File: config.mk
export PLATFORM = sky130hd
export DESIGN_NAME = pipe_flow_ctrl
export DESIGN_NICKNAME = d
export VERILOG_FILES = /design/src/rtl/pipe_flow_ctrl_pkg.sv /design/src/rtl/pipe_flow_ctrl_mem_wait.sv /design/src/rtl/pipe_flow_ctrl.sv
export SDC_FILE = /design/constraint.sdc
export NUM_CORES = 1
export LEC_CHECK = 0
export CORE_ASPECT_RATIO = 0.9
export CORE_MARGIN = 4
export CORE_UTILIZATION = 31
export CTS_CLUSTER_SIZE = 8
export DETAILED_ROUTE_END_ITERATION = 6
export GPL_ROUTABILITY_DRIVEN = 0
export GPL_TIMING_DRIVEN = 0
export SLEW_MARGIN = 20
export SYNTH_ARGS = -nofsm -noshare
export SYNTH_HDL_FRONTEND = slang
export SYNTH_SLANG_ARGS = --single-unit
File: constraint.sdc
create_clock -name clk -period 1.5 [get_ports clk]
set_input_delay 0.3 -clock clk [delete_from_list [all_inputs] [get_ports clk]]
set_output_delay 0.3 -clock clk [all_outputs]
set_load 0.01 [all_outputs]
File: src/rtl/pipe_flow_ctrl_pkg.sv
// ---------------------------------------------------------------------------
// ev22_pipe_defs
//   Shared definitions for the stage 3/4/5 pipeline records:
//   - bit positions of the one-hot instruction class word (Type),
//   - record widths,
//   - the bubble (NOP) record,
//   - the per-cycle flow action decoded by pipe_flow_ctrl.
// ---------------------------------------------------------------------------
package ev22_pipe_defs;

  localparam int TYPE_W = 7;
  localparam int SELC_W = 6;

  // Bit positions inside a Type word
  typedef enum int {
    WR_READ  = 0,
    WR_WRITE = 1,
    R_READ   = 2,
    R_WRITE  = 3,
    C_READ   = 4,
    C_WRITE  = 5,
    JUMP     = 6
  } type_bit_e;

  localparam logic [TYPE_W-1:0] NOP_TYPE = 7'b000_0000;
  localparam logic [SELC_W-1:0] NOP_SELC = 6'b00_0000;

  // One pipeline stage record
  typedef struct packed {
    logic [TYPE_W-1:0] typ;
    logic [SELC_W-1:0] selc;
  } rec_t;

  localparam rec_t NOP_REC = '{typ: NOP_TYPE, selc: NOP_SELC};

  // What the pipeline does this cycle, highest priority first
  typedef enum logic [1:0] {
    ACT_FREEZE  = 2'd0,
    ACT_HOLD    = 2'd1,
    ACT_SQUASH  = 2'd2,
    ACT_ADVANCE = 2'd3
  } act_e;

  function automatic logic is_jump(input logic [TYPE_W-1:0] t);
    return t[JUMP];
  endfunction

endpackage

File: src/rtl/pipe_flow_ctrl_mem_wait.sv
// ---------------------------------------------------------------------------
// pipe_mem_wait
//   Memory-read freeze timer. A read request seen while idle loads a
//   MEM_WAIT-cycle down-counter. MEM_BUSY is high while the counter is
//   non-zero. Requests are ignored while busy. A request in the first idle
//   cycle after a freeze starts the next freeze immediately.
// Ports
//   clk       in  rising-edge clock
//   nreset    in  asynchronous active-low reset
//   MR_REQ    in  memory read start (level)
//   MEM_BUSY  out freeze in progress (registered)
// ---------------------------------------------------------------------------
module pipe_mem_wait #(
  parameter int unsigned MEM_WAIT = 3
) (
  input  logic clk,
  input  logic nreset,
  input  logic MR_REQ,
  output logic MEM_BUSY
);

  localparam logic [3:0] WAIT_LD = 4'(MEM_WAIT);

  logic [3:0] cnt_r;
  logic [3:0] cnt_nxt_s;
  logic       busy_r;

  // Next counter value: count down while busy, otherwise accept a request
  always_comb begin
    cnt_nxt_s = cnt_r;
    if (cnt_r != 4'd0) begin
      cnt_nxt_s = cnt_r - 4'd1;
    end else if (MR_REQ) begin
      cnt_nxt_s = WAIT_LD;
    end else begin
      cnt_nxt_s = cnt_r;
    end
  end

  // Counter and busy flag; busy is registered from the next count so it
  // always equals (cnt_r != 0) without a decode on the output path
  always_ff @(posedge clk or negedge nreset) begin
    if (!nreset) begin
      cnt_r  <= 4'd0;
      busy_r <= 1'b0;
    end else begin
      cnt_r  <= cnt_nxt_s;
      busy_r <= (cnt_nxt_s != 4'd0);
    end
  end

  assign MEM_BUSY = busy_r;

endmodule

File: src/rtl/pipe_flow_ctrl.sv
// ---------------------------------------------------------------------------
// pipe_flow_ctrl
//   Owns the stage 3/4/5 instruction records (class bits + destination
//   select) and turns the hazard unit's HOLD, taken jumps and memory-read
//   freezes into stage enables, bubbles and a stage-2 squash.
//   Per-cycle priority: memory freeze > HOLD > jump squash > advance.
// Ports
//   clk, nreset          clock, asynchronous active-low reset
//   HOLD                 stall request for stage 2 (combinational input)
//   Type2, SelC2         stage-2 instruction class / destination select
//   MR_REQ               stage-4 memory read start
//   Type3..5, SelC3..5   stage records (registered)
//   EN_PC, EN_IR, EN_EX  PC/stage-1, IR and stage 3-5 register enables
//   SQUASH2              stage-2 instruction discarded this cycle
//   MEM_BUSY             memory freeze in progress
//   STALL_CNT            saturating count of cycles with EN_PC=0
// ---------------------------------------------------------------------------
module pipe_flow_ctrl
  import ev22_pipe_defs::*;
#(
  parameter int unsigned MEM_WAIT = 3,
  parameter int unsigned CNT_W    = 16
) (
  input  logic              clk,
  input  logic              nreset,
  input  logic              HOLD,
  input  logic [TYPE_W-1:0] Type2,
  input  logic [SELC_W-1:0] SelC2,
  input  logic              MR_REQ,
  output logic [TYPE_W-1:0] Type3,
  output logic [TYPE_W-1:0] Type4,
  output logic [TYPE_W-1:0] Type5,
  output logic [SELC_W-1:0] SelC3,
  output logic [SELC_W-1:0] SelC4,
  output logic [SELC_W-1:0] SelC5,
  output logic              EN_PC,
  output logic              EN_IR,
  output logic              EN_EX,
  output logic              SQUASH2,
  output logic              MEM_BUSY,
  output logic [CNT_W-1:0]  STALL_CNT
);

  logic       busy_s;
  act_e       act_s;
  rec_t       rec3_r, rec4_r, rec5_r;
  rec_t       rec3_nxt_s, rec4_nxt_s, rec5_nxt_s;
  logic       squash_r, squash_nxt_s;
  logic [CNT_W-1:0] stall_r;

  pipe_mem_wait #(
    .MEM_WAIT (MEM_WAIT)
  ) u_mem_wait (
    .clk      (clk),
    .nreset   (nreset),
    .MR_REQ   (MR_REQ),
    .MEM_BUSY (busy_s)
  );

  // Decode the cycle's action; only HOLD and registered state are used,
  // so nothing here can close a loop through Type3..5 and the hazard unit
  always_comb begin
    if (busy_s) begin
      act_s = ACT_FREEZE;
    end else if (HOLD) begin
      act_s = ACT_HOLD;
    end else if (squash_r) begin
      act_s = ACT_SQUASH;
    end else begin
      act_s = ACT_ADVANCE;
    end
  end

  // Stage enables and squash strobe; all forced low while in reset
  always_comb begin
    EN_PC   = 1'b0;
    EN_IR   = 1'b0;
    EN_EX   = 1'b0;
    SQUASH2 = 1'b0;
    if (!nreset) begin
      EN_PC   = 1'b0;
      EN_IR   = 1'b0;
      EN_EX   = 1'b0;
      SQUASH2 = 1'b0;
    end else begin
      case (act_s)
        ACT_FREEZE: begin
          EN_PC = 1'b0;
          EN_IR = 1'b0;
          EN_EX = 1'b0;
        end
        ACT_HOLD: begin
          EN_PC = 1'b0;
          EN_IR = 1'b0;
          EN_EX = 1'b1;
        end
        ACT_SQUASH: begin
          EN_PC   = 1'b1;
          EN_IR   = 1'b1;
          EN_EX   = 1'b1;
          SQUASH2 = 1'b1;
        end
        ACT_ADVANCE: begin
          EN_PC = 1'b1;
          EN_IR = 1'b1;
          EN_EX = 1'b1;
        end
        default: begin
          EN_PC = 1'b0;
          EN_IR = 1'b0;
          EN_EX = 1'b0;
        end
      endcase
    end
  end

  // Record shift and squash flag next state. A squashed instruction is
  // replaced by a bubble, so a squashed jump can never re-arm the squash.
  always_comb begin
    rec3_nxt_s   = rec3_r;
    rec4_nxt_s   = rec4_r;
    rec5_nxt_s   = rec5_r;
    squash_nxt_s = squash_r;
    case (act_s)
      ACT_FREEZE: begin
        rec3_nxt_s   = rec3_r;
        rec4_nxt_s   = rec4_r;
        rec5_nxt_s   = rec5_r;
        squash_nxt_s = squash_r;
      end
      ACT_HOLD: begin
        rec3_nxt_s = NOP_REC;
        rec4_nxt_s = rec3_r;
        rec5_nxt_s = rec4_r;
      end
      ACT_SQUASH: begin
        rec3_nxt_s   = NOP_REC;
        rec4_nxt_s   = rec3_r;
        rec5_nxt_s   = rec4_r;
        squash_nxt_s = 1'b0;
      end
      ACT_ADVANCE: begin
        rec3_nxt_s   = '{typ: Type2, selc: SelC2};
        rec4_nxt_s   = rec3_r;
        rec5_nxt_s   = rec4_r;
        squash_nxt_s = is_jump(Type2);
      end
      default: begin
        rec3_nxt_s   = rec3_r;
        rec4_nxt_s   = rec4_r;
        rec5_nxt_s   = rec5_r;
        squash_nxt_s = squash_r;
      end
    endcase
  end

  // Stage records and squash flag
  always_ff @(posedge clk or negedge nreset) begin
    if (!nreset) begin
      rec3_r   <= NOP_REC;
      rec4_r   <= NOP_REC;
      rec5_r   <= NOP_REC;
      squash_r <= 1'b0;
    end else begin
      rec3_r   <= rec3_nxt_s;
      rec4_r   <= rec4_nxt_s;
      rec5_r   <= rec5_nxt_s;
      squash_r <= squash_nxt_s;
    end
  end

  // Saturating count of cycles in which the PC is not allowed to advance
  always_ff @(posedge clk or negedge nreset) begin
    if (!nreset) begin
      stall_r <= '0;
    end else if (!EN_PC && !(&stall_r)) begin
      stall_r <= stall_r + {{(CNT_W-1){1'b0}}, 1'b1};
    end else begin
      stall_r <= stall_r;
    end
  end

  assign Type3     = rec3_r.typ;
  assign Type4     = rec4_r.typ;
  assign Type5     = rec5_r.typ;
  assign SelC3     = rec3_r.selc;
  assign SelC4     = rec4_r.selc;
  assign SelC5     = rec5_r.selc;
  assign MEM_BUSY  = busy_s;
  assign STALL_CNT = stall_r;

endmodule

# Word-level counts from Yosys, hierarchy flattened
# Index checks and enable logic that the tools add are counted.
# op_classes
mux	15
n_eq_ne	3
addsub	2
reduce_logical	12
# op_table
op	count
$mux 13	2
$pmux 13 s2	1
$add 16x1->16 const B	1
$reduce_and 16->1	1
$mux 4	2
$reduce_bool 4->1	2
$pmux 1 s2	3
$reduce_or 2->1	3
$mux 1	5
$eq 2x2->1 const B	2
$mux 2	2
$sub 4x1->4 const B	1
$reduce_or 3->1	1
$eq 2x1->1 const B	1
$logic_not 1->1	2
$logic_not 2->1	1
$reduce_bool 2->1	1
$logic_and 1x1->1	1
# totals
output_inout_bits	60
ff_bits	61
elab_cells	42
inputBits	17

# Depth between registers and ports, before layout
# Gate-level depths: netlist (run 1).
# depth
word_depth	9
mapped_depth	6
ltp_nobuf	6

# By module
# A second synthesis (run 1) with hierarchy kept.
# hier_totals
cells_unflattened	201
area_unflattened_um2	2581.2
# by_module_without_submodules
module	cells_per_inst	area_each_um2	n_inst	seq_area_each_um2
pipe_flow_ctrl	174	2324.7	1	1401.3
pipe_mem_wait	27	256.5	1	125.1

# Worst setup path before layout (run 1)
# No wires, ideal clock.
# synth_path
path_type	register to register
from	register stall_r[0], in the netlist STALL_CNT[0]
to	register stall_r[1], in the netlist STALL_CNT[1]
arrival_ns	1.491
t_required_ns	1.372
setup_time_ns	0.128
stages_incl_launch_ff	6
setup_slack_ns	-0.118
synth_period_minus_slack_ns	1.618
path_buffers	0
cell_sequence	dfrtp_1 > ha_1 > and3_1 > nand4_4 > o21ai_2 > mux2_1
# synth_between
elab_chain_len	3
elab_cells_between_ends	4
cone_classes	1 x add/sub; 3 x reduce/logical
# synth_rtl
element	line	rtl
from (decl)	pipe_flow_ctrl.sv:49	logic [CNT_W-1:0] stall_r;
from (signal assigned)	pipe_flow_ctrl.sv:177	stall_r <= stall_r + {{(CNT_W-1){1'b0}}, 1'b1};
from (signal assigned)	pipe_flow_ctrl.sv:179	stall_r <= stall_r;
parallel branches: the longest is 3 deep, another holds $add 16x1->16	-	
# Parallel ways; which one is timed is not known.
# A chain may end at the register's enable or synchronous reset.

# Worst setup path after layout (run 1)
# layout_path
from	register u_mem_wait.busy_r, in the netlist u_mem_wait.MEM_BUSY
to	output SQUASH2
# layout_between
elab_chain_len	4
# layout_rtl
element	line	rtl
from (decl)	pipe_flow_ctrl_mem_wait.sv:26	logic busy_r;
from (signal assigned)	pipe_flow_ctrl_mem_wait.sv:48	busy_r <= (cnt_nxt_s != 4'd0);
$mux 2	pipe_flow_ctrl.sv:63	if (busy_s) begin
$eq 2x2->1	pipe_flow_ctrl.sv:86	case (act_s)
$mux 1	pipe_flow_ctrl.sv:86	
$mux 1	pipe_flow_ctrl.sv:80	if (!nreset) begin
to (decl)	pipe_flow_ctrl.sv:39	output logic SQUASH2,
# Every way passes these cells.

==> results of run 1 <==
cell usage after synthesis (2+ instances only):
cell type                    n
sky130_fd_sc_hd__dfrtp_1    61
sky130_fd_sc_hd__mux2_1     27
sky130_fd_sc_hd__a22o_1     12
sky130_fd_sc_hd__nand2_1     9
sky130_fd_sc_hd__xor2_1      9
sky130_fd_sc_hd__xnor2_1     6
sky130_fd_sc_hd__nand3_1     5
sky130_fd_sc_hd__nor2_1      5
sky130_fd_sc_hd__buf_2       4
sky130_fd_sc_hd__nor3_1      4
sky130_fd_sc_hd__inv_1       3
sky130_fd_sc_hd__nor4_2      3
sky130_fd_sc_hd__o21ai_1     3
sky130_fd_sc_hd__a211oi_1    2
sky130_fd_sc_hd__and2_1      2
sky130_fd_sc_hd__and3_1      2
sky130_fd_sc_hd__clkbuf_1    2
sky130_fd_sc_hd__ha_1        2
sky130_fd_sc_hd__mux2i_1     2
sky130_fd_sc_hd__nor3_2      2
sky130_fd_sc_hd__o2111ai_1   2
sky130_fd_sc_hd__o211ai_1    2
kinds of logic after synthesis:
| kind of cell | synth area share |
|---|---|
| buffers and inverters | 0.0197 |
| DFF | 0.601 |
| and+or+nand+nor | 0.116 |
| xor gates and xnor gates | 0.0517 |
| adders and majority gates | 0.00985 |
| muxes | 0.128 |
| AOI/OAI and AO/OA | 0.0744 |
routing by layer:
metal,track usage,vias up,routed length (um)
li1,-,910,-
met1,0.179,975,2860
met2,0.222,44,3330
met3,0.0416,8,333
met4,0.0690,0,108
met5,0,-,0
stage by stage:
step,util,setup WS [ns]
final,0.509,-0.334
after global routing,0.509,-0.386
after global placement,0.428,-3.04
after detailed placement,0.430,-0.941
after floorplan,-,-0.118
after CTS,0.489,-0.375
power breakdown:
group | total [W] | switching (W) | internal (W)
combinational | 0.00274 | 0.00119 | 0.00156
clock | 0.00142 | 0.000664 | 0.000758
sequential | 0.00259 | 0.000407 | 0.00218
worst reg2reg max path, cell delays in order (launching register included):
cell and delay, ns:
sky130_fd_sc_hd__dfrtp_1 0.39, sky130_fd_sc_hd__buf_6 0.12, sky130_fd_sc_hd__or3b_4 0.39, sky130_fd_sc_hd__buf_4 0.15, sky130_fd_sc_hd__buf_8 0.13, sky130_fd_sc_hd__o21ai_4 0.07
sky130_fd_sc_hd__mux2_4 0.32
flip-flops by register name (all words and copies together), names as in the netlist:
name                 flops
STALL_CNT               16
Type3                    7
Type4                    7
Type5                    7
SelC3                    6
SelC4                    6
SelC5                    6
u_mem_wait.cnt_r         4
squash_r                 1
u_mem_wait.MEM_BUSY      1
worst max-delay path by stage:
stage / startpoint / end / slack (ns) / cells after the start
floorplan: STALL_CNT[0] / STALL_CNT[1] / -0.12 / 5
global placement: nreset / SQUASH2 / -3.04 / 5
detailed placement: nreset / SQUASH2 / -0.94 / 6
CTS: u_mem_wait.MEM_BUSY / SQUASH2 / -0.37 / 5
global route: u_mem_wait.MEM_BUSY / SQUASH2 / -0.39 / 5
finish: u_mem_wait.MEM_BUSY / SQUASH2 / -0.33 / 5
cell type report:
class                      instances  area, sq um  area share
sequential                        61         1530       0.375
multi-input combinational        113         1110       0.271
timing repair buffer             110         1020       0.250
clock buffer                       9          124      0.0303
tap                               99          124      0.0303
buffer                             7         92.6      0.0227
clock inverter                     7         66.3      0.0162
inverter                           4         17.5     0.00429
cell usage in the layout (no fill, tap or decap), types with 3 or more instances in the layout:
cell type / netlist / final
sky130_fd_sc_hd__a22o_1: 12 / 12
sky130_fd_sc_hd__buf_12: 0 / 3
sky130_fd_sc_hd__buf_4: 1 / 27
sky130_fd_sc_hd__buf_6: 0 / 11
sky130_fd_sc_hd__clkbuf_8: 0 / 9
sky130_fd_sc_hd__clkdlybuf4s50_1: 0 / 15
sky130_fd_sc_hd__clkinv_2: 0 / 4
sky130_fd_sc_hd__dfrtp_1: 61 / 56
sky130_fd_sc_hd__dfrtp_2: 0 / 5
sky130_fd_sc_hd__dlygate4sd2_1: 0 / 54
sky130_fd_sc_hd__mux2_1: 27 / 22
sky130_fd_sc_hd__mux2_4: 0 / 5
sky130_fd_sc_hd__nand2_1: 9 / 8
sky130_fd_sc_hd__nand3_1: 5 / 4
sky130_fd_sc_hd__nor2_1: 5 / 5
sky130_fd_sc_hd__nor3_1: 4 / 3
sky130_fd_sc_hd__nor4_2: 3 / 3
sky130_fd_sc_hd__xnor2_1: 6 / 6
sky130_fd_sc_hd__xor2_1: 9 / 9
timing repair:
action	CTS	global route
buffers inserted	26	4
gates resized for setup	109	23
endpoints found under the setup margin	88	47
pin swaps	11	10
hold endpoints to repair	23	38
gates cloned	0	1
==> flow_summary.html, run 1 <==
<table>
<tr><th>Metric</th><th>Value</th></tr>
<tr><th colspan="2">Status</th></tr>
<tr><td>Run status</td><td>finished, violations left</td></tr>
<tr><td>Violations in the final reports</td><td>hold timing, setup timing</td></tr>
<tr><th colspan="2">Clock network</th></tr>
<tr><td>Cts bufs inserted</td><td>9</td></tr>
<tr><td>Number of buffers inserted for hold repair after clock tree synthesis</td><td>2</td></tr>
<tr><td>CTS tree</td><td>yes</td></tr>
<tr><td>Clock Tree Root</td><td>sky130_fd_sc_hd__clkbuf_8</td></tr>
<tr><td>Skew-Pair Late Insertion Delay</td><td>0.33 ns</td></tr>
<tr><td>Number of clock sinks seen by CTS</td><td>61</td></tr>
<tr><td>Number of H-tree levels</td><td>3</td></tr>
<tr><td>Clock transition time at the flip-flop clock pins of the worst setup and hold paths</td><td>0.07 ns</td></tr>
<tr><td>Clock Tree Buf Depth</td><td>2</td></tr>
<tr><th colspan="2">Timing</th></tr>
<tr><td>Setup slack of the critical path after layout</td><td>-0.334 ns</td></tr>
<tr><td>WHS</td><td>-0.0751 ns</td></tr>
<tr><td>Worst-case headroom to the max-slew limit</td><td>0.621</td></tr>
<tr><td>Final count of hold timing violations</td><td>38</td></tr>
<tr><td>Total negative slack for setup checks</td><td>-2.92 ns</td></tr>
<tr><td>Maximum operating frequency</td><td>545 MHz</td></tr>
<tr><td>Setup repair after global routing missed its margin</td><td>true</td></tr>
<tr><td>Final setup viols</td><td>31</td></tr>
<tr><td>Final clock skew</td><td>0.00643 ns</td></tr>
<tr><td>Min cycle time layout</td><td>1.83 ns</td></tr>
<tr><td>Worst-Margin Slew</td><td>0.568 ns</td></tr>
<tr><td>Portion of the clock cycle consumed by the worst path in the final layout</td><td>1.22</td></tr>
<tr><td>Final number of max-transition violations</td><td>0</td></tr>
<tr><th colspan="2">Yosys</th></tr>
<tr><td>Leading register cell type out of synthesis</td><td>sky130_fd_sc_hd__dfrtp_1</td></tr>
<tr><td>Mapped cell area</td><td>0.00254 sq mm</td></tr>
<tr><td>FFs w/ async S/R, synth</td><td>1.00</td></tr>
<tr><td>Post-synthesis average cell area</td><td>13.7 sq um</td></tr>
<tr><td>Cells taking the most area after synthesis</td><td>sky130_fd_sc_hd__dfrtp_1 (60%), sky130_fd_sc_hd__mux2_1 (12%), sky130_fd_sc_hd__a22o_1 (4.1%), sky130_fd_sc_hd__xor2_1 (3.1%), sky130_fd_sc_hd__xnor2_1 (2.1%)</td></tr>
<tr><td>Synth unique cells</td><td>38</td></tr>
<tr><td>Number of warnings issued by yosys</td><td>0</td></tr>
<tr><td>Sequential area share after synthesis</td><td>0.601</td></tr>
<tr><td>Number of synthesized register bits</td><td>61</td></tr>
<tr><td>Number of instances in the synthesized netlist</td><td>185</td></tr>
<tr><td>Syn Nets</td><td>204</td></tr>
<tr><td>Yosys top cell area share</td><td>0.601</td></tr>
<tr><td>Number of synthesized flops with an enable pin</td><td>0</td></tr>
<tr><td>Library cell with the largest summed area after synthesis</td><td>sky130_fd_sc_hd__dfrtp_1</td></tr>
<tr><th colspan="2">Setup path</th></tr>
<tr><td>CP max stage cell</td><td>sky130_fd_sc_hd__dfrtp_1</td></tr>
<tr><td>Endpoint of the most critical register-to-register path</td><td>STALL_CNT[1]</td></tr>
<tr><td>Cells along the critical path</td><td>buf_6 -&gt; or3b_4 -&gt; inv_4 -&gt; and2_4 -&gt; buf_6</td></tr>
<tr><td>Startpoint of the most critical register-to-register path</td><td>u_mem_wait.MEM_BUSY</td></tr>
<tr><td>Worst r2r path cells</td><td>6</td></tr>
<tr><td>Largest delay share family, worst path</td><td>simple AND/OR/NAND/NOR gates</td></tr>
<tr><td>R2r setup slk</td><td>-0.19 ns</td></tr>
<tr><td>Critical path data arrival time</td><td>1.53 ns</td></tr>
<tr><td>Req. time, crit path</td><td>1.20 ns</td></tr>
<tr><td>Peak fanout along the critical path</td><td>4</td></tr>
<tr><td>Worst setup path class</td><td>reg2out</td></tr>
<tr><td>Top cell by count, worst path</td><td>sky130_fd_sc_hd__buf_6</td></tr>
<tr><td>Crit end category</td><td>output port</td></tr>
<tr><td>CP Buf/Inv Count</td><td>3</td></tr>
<tr><td>Slowest cell delay on critical path</td><td>0.39 ns</td></tr>
<tr><td>Startpoint type of the worst setup path</td><td>register</td></tr>
<tr><th colspan="2">Drt</th></tr>
<tr><td>Via count</td><td>1937</td></tr>
<tr><td>Final ANT Viol Nets</td><td>0</td></tr>
<tr><td>DRC violations left</td><td>0</td></tr>
<tr><td>First-pass detailed-route iteration total</td><td>4</td></tr>
<tr><td>Via density</td><td>4.72</td></tr>
<tr><td>Routed wire per std cell</td><td>16.2 um</td></tr>
<tr><td>DRC violation total after the first TritonRoute iteration</td><td>32</td></tr>
<tr><td>Total routed wirelength</td><td>6.63 mm</td></tr>
<tr><th colspan="2">Global routing</th></tr>
<tr><td>All-Layer GR Usage</td><td>0.142</td></tr>
<tr><td>Number of global-route vias before repair</td><td>1983</td></tr>
<tr><td>Maximum number of pins on one net before global-route repair</td><td>41</td></tr>
<tr><td>Initial antenna violation count</td><td>0</td></tr>
<tr><td>Residual overflow from global routing</td><td>0</td></tr>
<tr><td>Global-route wire length before repair</td><td>10.4 mm</td></tr>
<tr><th colspan="2">Floorplan</th></tr>
<tr><td>Initial cell density of the core</td><td>0.316</td></tr>
<tr><td>Placeable core region</td><td>0.00803 sq mm</td></tr>
<tr><td>Width of the die</td><td>103 um</td></tr>
<tr><td>Die footprint</td><td>0.00971 sq mm</td></tr>
<tr><td>Boundary Pins</td><td>77</td></tr>
<tr><td>Vertical die dimension</td><td>93.9 um</td></tr>
<tr><td>Row cnt</td><td>31</td></tr>
<tr><th colspan="2">Cells and area</th></tr>
<tr><td>Layout net count</td><td>325</td></tr>
<tr><td>Final antenna diode count</td><td>0</td></tr>
<tr><td>Final Instance Count excl. Fillers</td><td>410</td></tr>
<tr><td>Layout filler cell count</td><td>738</td></tr>
<tr><td>Area overhead of the layout relative to synthesis</td><td>60.9%</td></tr>
<tr><td>Final standard cell area without fillers</td><td>0.00409 sq mm</td></tr>
<tr><td>Fraction of final layout cells sized beyond drive strength 1</td><td>0.331</td></tr>
<tr><th colspan="2">Power</th></tr>
<tr><td>Total chip power</td><td>0.00675 W</td></tr>
<tr><td>Leak Pwr</td><td>2.09 nW</td></tr>
<tr><td>Maximum vdd ir drop</td><td>0.799 mV</td></tr>
<tr><td>Cell Pwr Density</td><td>1650 mW/mm^2</td></tr>
<tr><th colspan="2">Min path</th></tr>
<tr><td>Worst hold path type</td><td>in2async</td></tr>
<tr><th colspan="2">Placed design</th></tr>
<tr><td>Port-buffer cells</td><td>76</td></tr>
<tr><td>Final HPWL from detailed placement</td><td>4.25 mm</td></tr>
<tr><td>Count of placed standard cells including taps</td><td>361</td></tr>
<tr><td>Placed instance area</td><td>0.00345 sq mm</td></tr>
<tr><th colspan="2">Flow run</th></tr>
<tr><td>Max capacitance violation total</td><td>0</td></tr>
</table>
Note: power is estimated with default switching activity, not from simulation.
==> run 2, diff against run 1 <==
--- a/config.mk
+++ b/config.mk
@@ -8,6 +8,7 @@
 export CORE_ASPECT_RATIO = 0.9
 export CORE_MARGIN = 4
 export CORE_UTILIZATION = 31
+export CTS_CLUSTER_DIAMETER = 100
 export CTS_CLUSTER_SIZE = 8
 export DETAILED_ROUTE_END_ITERATION = 6
 export GPL_ROUTABILITY_DRIVEN = 0
==> results of run 2 <==
Final layout, timing and power as in run 1 (identical DEF).
